### src/rtl/bus_arbiter.sv
// Four-master round-robin bus arbiter with optional hold-limit preemption.
// The grant outputs, owner index and valid flag are all decoded from the
// same state/owner registers, so they can never disagree with each other.
module bus_arbiter #(
  parameter int HOLD_MAX = 16,
  parameter int CNT_W    = (HOLD_MAX < 1) ? 1 : $clog2(HOLD_MAX + 1)
) (
  input  logic       clk_i,
  input  logic       rst_n_i,
  input  logic       m0_req_i,
  input  logic       m1_req_i,
  input  logic       m2_req_i,
  input  logic       m3_req_i,
  input  logic       bus_rdy_i,
  output logic       m0_grnt_o,
  output logic       m1_grnt_o,
  output logic       m2_grnt_o,
  output logic       m3_grnt_o,
  output logic [1:0] grnt_idx_o,
  output logic       grnt_vld_o
);

  typedef enum logic {
    IDLE,
    OWNED
  } state_t;

  localparam logic [CNT_W-1:0] HOLD_LIM = CNT_W'(HOLD_MAX);

  state_t           state_q;
  logic [1:0]       owner_q;
  logic [1:0]       last_q;
  logic [CNT_W-1:0] cnt_q;
  logic [CNT_W-1:0] cnt_d;

  logic [3:0] req;
  logic [3:0] othersReq;
  logic       ownerReq;
  logic       anyReq;
  logic       anyOther;
  logic       preempt;
  logic [1:0] winAll;
  logic [1:0] winOther;

  // First requesting master found scanning upward from just after 'from',
  // wrapping mod 4; 'from' itself is the last position examined.
  function automatic logic [1:0] rrPick(input logic [3:0] r, input logic [1:0] from);
    logic [1:0] pick;
    logic [1:0] idx;
    logic       found;
    pick  = from;
    found = 1'b0;
    for (int k = 1; k <= 4; k++) begin
      idx = from + 2'(k);
      if (!found && r[idx]) begin
        pick  = idx;
        found = 1'b1;
      end
    end
    return pick;
  endfunction

  assign req       = {m3_req_i, m2_req_i, m1_req_i, m0_req_i};
  assign othersReq = req & ~(4'b0001 << owner_q);
  assign ownerReq  = req[owner_q];
  assign anyReq    = |req;
  assign anyOther  = |othersReq;

  // Winner selection and hold-limit bookkeeping for the current cycle.
  // The owner is masked out for hand-overs, which makes a release and a
  // preemption use exactly the same winner computation.
  always_comb begin
    winAll   = rrPick(req, last_q);
    winOther = rrPick(othersReq, owner_q);
    preempt  = (HOLD_MAX != 0) && (cnt_q == HOLD_LIM) && anyOther && bus_rdy_i;
    cnt_d    = (cnt_q == HOLD_LIM) ? cnt_q : cnt_q + CNT_W'(1);
  end

  // Arbitration FSM: grant from IDLE, hold while the owner requests, and
  // hand over on release or at a transfer boundary once the limit is hit.
  always_ff @(posedge clk_i or negedge rst_n_i) begin
    if (!rst_n_i) begin
      state_q <= IDLE;
      owner_q <= 2'd0;
      last_q  <= 2'd3;
      cnt_q   <= '0;
    end else begin
      case (state_q)
        IDLE: begin
          if (anyReq) begin
            state_q <= OWNED;
            owner_q <= winAll;
            last_q  <= winAll;
            cnt_q   <= '0;
          end
        end
        OWNED: begin
          if (!ownerReq || preempt) begin
            cnt_q <= '0;
            if (anyOther) begin
              owner_q <= winOther;
              last_q  <= winOther;
            end else begin
              state_q <= IDLE;
            end
          end else if (anyOther) begin
            cnt_q <= cnt_d;
          end
        end
        default: begin
          state_q <= IDLE;
          cnt_q   <= '0;
        end
      endcase
    end
  end

  assign grnt_vld_o = (state_q == OWNED);
  assign grnt_idx_o = owner_q;
  assign m0_grnt_o  = grnt_vld_o && (owner_q == 2'd0);
  assign m1_grnt_o  = grnt_vld_o && (owner_q == 2'd1);
  assign m2_grnt_o  = grnt_vld_o && (owner_q == 2'd2);
  assign m3_grnt_o  = grnt_vld_o && (owner_q == 2'd3);

endmodule

### config.mk
export PLATFORM = sky130hd
export DESIGN_NAME = bus_arbiter
export DESIGN_NICKNAME = d
export VERILOG_FILES = /design/src/rtl/bus_arbiter.sv
export SDC_FILE = /design/constraint.sdc
export NUM_CORES = 1
export LEC_CHECK = 0
export ABC_AREA = 1
export CORE_MARGIN = 5
export CORE_UTILIZATION = 50
export CTS_CLUSTER_DIAMETER = 200
export DETAILED_ROUTE_END_ITERATION = 10
export PLACE_DENSITY_LB_ADDON = 0.15
export SLEW_MARGIN = 40
export SYNTH_ARGS = -nofsm -noshare
export SYNTH_HDL_FRONTEND = slang
export SYNTH_SLANG_ARGS = --single-unit
### constraint.sdc
create_clock -name clk_i -period 1.9 [get_ports clk_i]
set_clock_uncertainty 0.15 [all_clocks]
set_input_delay 0.285 -clock clk_i [delete_from_list [all_inputs] [get_ports clk_i]]
set_output_delay 0.285 -clock clk_i [all_outputs]
set_load 0.005 [all_outputs]
==> results of run 1 <==
## power groups by stage
| stage | Clock [uW] | Sequential (uW) | Combinational (uW) |
|---|---|---|---|
| after floorplan | 0 | 383 | 1440 |
| after global placement | 0 | 431 | 1940 |
| after detailed placement | 0 | 434 | 2010 |
| after CTS | 196 | 432 | 2140 |
| after global routing | 218 | 451 | 2520 |
| final | 194 | 436 | 2250 |
## worst min path at each step
| stage | startpoint | to | slack (ns) | cells past startpoint |
|---|---|---|---|---|
| floorplan | rst_n_i | cnt_q[0]$_DFFE_PN0P_ | -0.16 | 0 |
| global placement | last_q[1]$_DFFE_PN1P_ | last_q[1]$_DFFE_PN1P_ | 0.36 | 2 |
| detailed placement | last_q[1]$_DFFE_PN1P_ | last_q[1]$_DFFE_PN1P_ | 0.37 | 2 |
| CTS | rst_n_i | cnt_q[1]$_DFFE_PN0P_ | 0.18 | 1 |
| global route | rst_n_i | cnt_q[1]$_DFFE_PN0P_ | 0.20 | 1 |
| finish | rst_n_i | grnt_idx_o[1]$_DFFE_PN0P_ | 0.17 | 1 |
## layout by cell type (no fill, tap or decap), drive strengths merged
cell / count
nand4: 3
nor2: 12
nand3: 33
clkbuf: 4
inv: 23
nand2: 86
dlymetal6s2s: 1
xor2: 2
clkdlybuf4s15: 3
dfstp: 2
a22oi: 1
xnor2: 1
dfrtp: 8
dlygate4sd2: 2
o21ai: 2
clkdlybuf4s50: 7
and2: 2
nor3: 4
a21oi: 1
buf: 22
ha: 6
## layout make-up
cell class / count / area [sq um]
Clock buffer: 4 / 36.3
Fill cell: 188 / 614
Sequential cell: 10 / 254
Timing Repair Buffer: 35 / 303
Inverter: 23 / 98.8
Tap cell: 28 / 35.0
Multi-Input combinational cell: 153 / 892
## routing by layer
layer,track usage [%],vias to the layer above,wire length [um]
met5,0,-,0
met2,35.6,27,1620
met1,28.0,617,1510
li1,-,670,-
met3,4.61,7,127
met4,5.50,0,50
## cell families after synthesis
group | synth area share (%)
AOI/OAI and AO/OA | 2.22
xor gates and xnor gates | 2.22
buffers and inverters | 10.5
DFF | 21.4
adders and majority gates | 6.35
and+or+nand+nor | 57.4
## sequential cells by signal (all words and copies together), names as in the netlist
register and count:
cnt_q 5, grnt_vld_o 1, grnt_idx_o 2, last_q 2
## through the flow
step	area, sq um	hold WS (ns)	util (%)	instances	worst slack [ns]
2_1_floorplan	1180	-0.161	-	189	0.0361
3_3_place_gp	1430	0.359	64.1	242	-0.0862
3_5_place_dp	1430	0.370	64.1	242	-0.145
4_1_cts	1570	0.184	70.4	251	-0.0261
5_1_grt	1620	0.204	72.5	253	-0.140
6_report	1620	0.170	72.5	253	-0.0546
## timing repair
| item | CTS | global route |
|---|---|---|
| setup buffers | 5 | 2 |
| setup endpoints to repair | 11 | 12 |
| pin swaps | 9 | 10 |
| resized for setup | 22 | 12 |
## cell usage after synthesis, drive strengths merged
| master | number |
|---|---|
| a21oi | 1 |
| nor3 | 4 |
| dfstp | 2 |
| inv | 23 |
| buf | 3 |
| xnor2 | 1 |
| nand4 | 3 |
| o21ai | 2 |
| and2 | 2 |
| nand2 | 86 |
| dfrtp | 8 |
| nor2 | 12 |
| a22oi | 1 |
| nand3 | 33 |
| xor2 | 2 |
| ha | 6 |
## critical path, delay by kind of cell, from the launching register on
kind            cells  cell delay [ns]
fa+ha+maj           1             0.16
buf+inv             5             0.47
simple gates        3             0.32
flops               1             0.48
compound gates      2             0.25
==> results.toml, run 1 <==
[setup_path]
crit_chain = "buf_6, ha_4, inv_4, nand2_2, nand4_1, buf_4, inv_2, nor2_4, inv_2, a21oi_4, o21ai_1"
reg2reg_slack_ns = -0.05
startpoint = "grnt_idx_o[0]$_DFFE_PN0P_"
worstSetupEndpointType = "flip-flop"
crit_path_end = "cnt_q[1]$_DFFE_PN0P_"
max_stage_delay_ns = 0.48
crit_type = "flip-flop to flip-flop"
arrival_ns = 1.96
rr_endpoint = "cnt_q[1]$_DFFE_PN0P_"
cp_data_required_time_ns = 1.91
reg2reg_depth = 11
crit_top_cell = "inv_2"
start_kind = "flip-flop"
cp_max_fo = 4
r2r_start = "grnt_idx_o[0]$_DFFE_PN0P_"
crit_slowest_cell = "dfrtp_2"

[floorplanning]
die-width_um = 58.6
coreArea_sq_um = 2230
dieArea_sq_um = 3440
placement_rows = 17
io_pins = 14
die_height_um = 58.6
start_util_pct = 52.9

[run]
cap_violations = 0

[yosys]
ys_types = 27
synth-seq-cells = 10
synth.top_cells.by_area = "nand2_1, dfrtp_1, nand3_1"
synth_cells = 189
synth.top_cell.area_share_pct = 24.4
syn_area_sq_um = 1180
synth.net_count = 202
yosysSeqAreaShare_pct = 21.4
synth_warnings = 0
syn_avg_cell_area_sq_um = 6.26
synth.largest_area_cell = "nand2_1"

[placed_design]
hpwl_um = 2400
io_buffers = 13
gp_congestion = 0.862

[routing]
drc_errors = 0
wl_um = 3300
antenna_left = 0
post_drt_wl_per_cell_um = 13.0
via_per_inst = 5.22
drtPass1Iterations = 4
vias = 1321
drtIter0Drc = 62

[pwr]
p_comb_share_pct = 78.2
power_frac_clock_pct = 6.7
leakage_uw = 0.000867
p_switching_uw = 1480
p_per_area_nw_per_um2 = 1780
power_uw = 2880
seq_power_share_pct = 15.1
internal_power_uw = 1400
ir_drop_v = 0.00110
p_sw_share_pct = 51.4

[timing]
min_period_ns = 1.95
tns_ns = -0.279
setup_ws_ns = -0.0546
setup_viol = 7
max_freq_ghz = 0.512
fin_crit_sh_pct = 103
drv_slew = 0
worst-slew-pin-transition_ns = 0.445
hold_violations = 0
max-slew-margin-rel_pct = 70.2
rsz0062_at_grt = "yes"

[global_route]
grt.total_usage_pct = 21.4
grt_max_degree = 11
grt_pass1_wl_um = 5770
antenna_found_initial = 0
grt_pass1_vias = 1322
grt-ovfl-total = 0

[cells_and_area]
diodes = 0
drive_above_1_share_pct = 32.0
area_delta_synth_final_pct = 36.9
final_net_count = 239

[cts]
numCtsBuffers = 3
postCtsHoldBufs = 0
cts_tree = "built"
clock_latency_ns = 0.27
cts-root-buf = "clkbuf_4"
clk_path_buf_depth = 2
htree_num_levels = 1
clk_pin_slew_ns = 0.07
clock-sinks = 10

[run_status]
violations = "setup timing"
outcome = "finished, violations left"

[hold_path]
hold_class = "primary input to asynchronous set/reset pin"
No activity file was read; power rests on OpenSTA's default activity.
==> run 2: changes to the inputs <==
--- a/config.mk
+++ b/config.mk
@@ -10,7 +10,10 @@
 export CORE_UTILIZATION = 50
 export CTS_CLUSTER_DIAMETER = 200
 export DETAILED_ROUTE_END_ITERATION = 10
+export GPL_ROUTABILITY_DRIVEN = 0
 export PLACE_DENSITY_LB_ADDON = 0.15
+export REMOVE_ABC_BUFFERS = 1
+export SKIP_CTS_REPAIR_TIMING = 1
 export SLEW_MARGIN = 40
 export SYNTH_ARGS = -nofsm -noshare
 export SYNTH_HDL_FRONTEND = slang
==> results.toml, run 2 (synthesized netlist as in run 1, its figures left out) <==
[run_status]
outcome = "finished, violations left"
violations = "setup timing"

[cells_and_area]
largest_register = "cnt_q"
area_delta_synth_final_pct = 29.4
drive_above_1_share_pct = 27.7
final_net_count = 227
diodes = 0
num-fill-cells = 192
largest_reg_flops = 5
instances_no_fill = 241
final_common_cell = "nand2_1"
layout_common_cells = "nand2_1, nand3_1, inv_2, clkdlybuf4s50_1, buf_4"
final_util_pct = 68.5

[placed_design]
io_buffers = 13
hpwl_um = 2280
dpl_worst_slack_ns = -0.144
dp_cells = 237

[run]
cap_violations = 0

[timing]
fin_crit_sh_pct = 101
hold_violations = 0
setup_ws_ns = -0.0281
worst-slew-pin-transition_ns = 0.430
drv_slew = 0
max_freq_ghz = 0.519
rsz0062_at_grt = "yes"
min_period_ns = 1.93
setup_viol = 5
max-slew-margin-rel_pct = 71.3

[setup_path]
reg2reg_depth = 12
arrival_ns = 1.98
crit_type = "flip-flop to flip-flop"
startpoint = "grnt_idx_o[0]$_DFFE_PN0P_"
reg2reg_slack_ns = -0.03
start_kind = "flip-flop"
crit_top_cell = "nand2_1"
worstSetupEndpointType = "flip-flop"
crit_family = "simple AND/OR/NAND/NOR gates"
cp_num_cells = 12
crit_chain = "clkinv_4, ha_4, inv_2, nand2_1, nand4_1, nand3_2, nand2_4, nor2_8, nor2_4, nor2_4, nand2_1, nand2_1"
critical_path_buf_inv_count = 2
r2r_start = "grnt_idx_o[0]$_DFFE_PN0P_"
cp_max_fo = 4
max_stage_delay_ns = 0.49
cp_data_required_time_ns = 1.95
crit_slowest_cell = "dfrtp_2"

[routing]
wl_um = 2910
antenna_left = 0
via_per_inst = 5.29
drtIter0Drc = 40
drc_errors = 0
drtPass1Iterations = 4
post_drt_wl_per_cell_um = 12.1
vias = 1276

[cts]
clock_latency_ns = 0.27
numCtsBuffers = 3
clock-sinks = 10
clk_path_buf_depth = 2
cts_tree = "built"
cts-root-buf = "clkbuf_4"
htree_num_levels = 1
clk_pin_slew_ns = 0.07

[global_route]
met1_usage_pct = 23.7
grt.total_usage_pct = 18.1
grt_pass1_vias = 1134
grt_pass1_wl_um = 4850
antenna_found_initial = 0
grt_max_degree = 13
met2_usage_pct = 29.8
grt-ovfl-total = 0
grt_busiest_layer = "met2"
met3_usage_pct = 3.95

[pwr]
power_uw = 2730
leakage_uw = 0.000845
p_per_area_nw_per_um2 = 1780
ir_drop_v = 0.00104

[hold_path]
hold_class = "primary input to asynchronous set/reset pin"

[floorplanning]
io_pins = 14
start_util_pct = 52.9
placement_rows = 17
die-width_um = 58.6
dieArea_sq_um = 3440
die_height_um = 58.6
coreArea_sq_um = 2230
==> run 2: changes by cell type in the layout (fill, tap and decap cells not counted), sizes merged <==
cell,delta
buf,-12
clkdlybuf4s15,-3
dlymetal6s2s,+3
clkdlybuf4s50,+2
dlygate4sd2,-2
clkinv,+1
inv,-1
==> run 2: final timing paths <==
| kind | end |
|---|---|
| max | cnt_q[2]$_DFFE_PN0P_ |
| min | cnt_q[1]$_DFFE_PN0P_ |
| max reg2reg | cnt_q[2]$_DFFE_PN0P_ |
| min reg2reg | last_q[1]$_DFFE_PN1P_ |
| max in group asynchronous | last_q[1]$_DFFE_PN1P_ |
| min in group clk_i | last_q[1]$_DFFE_PN1P_ |
==> run 2: power breakdown <==
group / switching (uW) / internal, uW / leakage, uW
sequential: 149 / 310 / 0.000121
clock: 76.6 / 116 / 0.0000210
combinational: 1200 / 872 / 0.000703
==> run 2: routing by layer <==
layer | up-vias | wire, um
met5 | - | 0
met3 | 4 | 140
met4 | 0 | 19
met1 | 580 | 1370
li1 | 646 | -
met2 | 46 | 1390
==> run 2: cell type report <==
class	instances	area (sq um)	share of cell area, %
clock buffer	4	36.3	2.37
timing repair buffer	23	219	14.3
inverter	23	98.8	6.46
tap	28	35.0	2.29
sequential	10	255	16.7
multi-input combinational	153	886	57.9
==> run 2: through the flow <==
stage / hold slack [ns] / instance area [sq um] / TNS, ns
6_report: 0.167 / 1530 / -0.0987
5_1_grt: 0.196 / 1530 / -1.00
4_1_cts: 0.173 / 1430 / -0.972
3_5_place_dp: 0.371 / 1400 / -0.984
3_3_place_gp: 0.367 / 1400 / -0.466
2_1_floorplan: -0.161 / 1150 / -0.0461
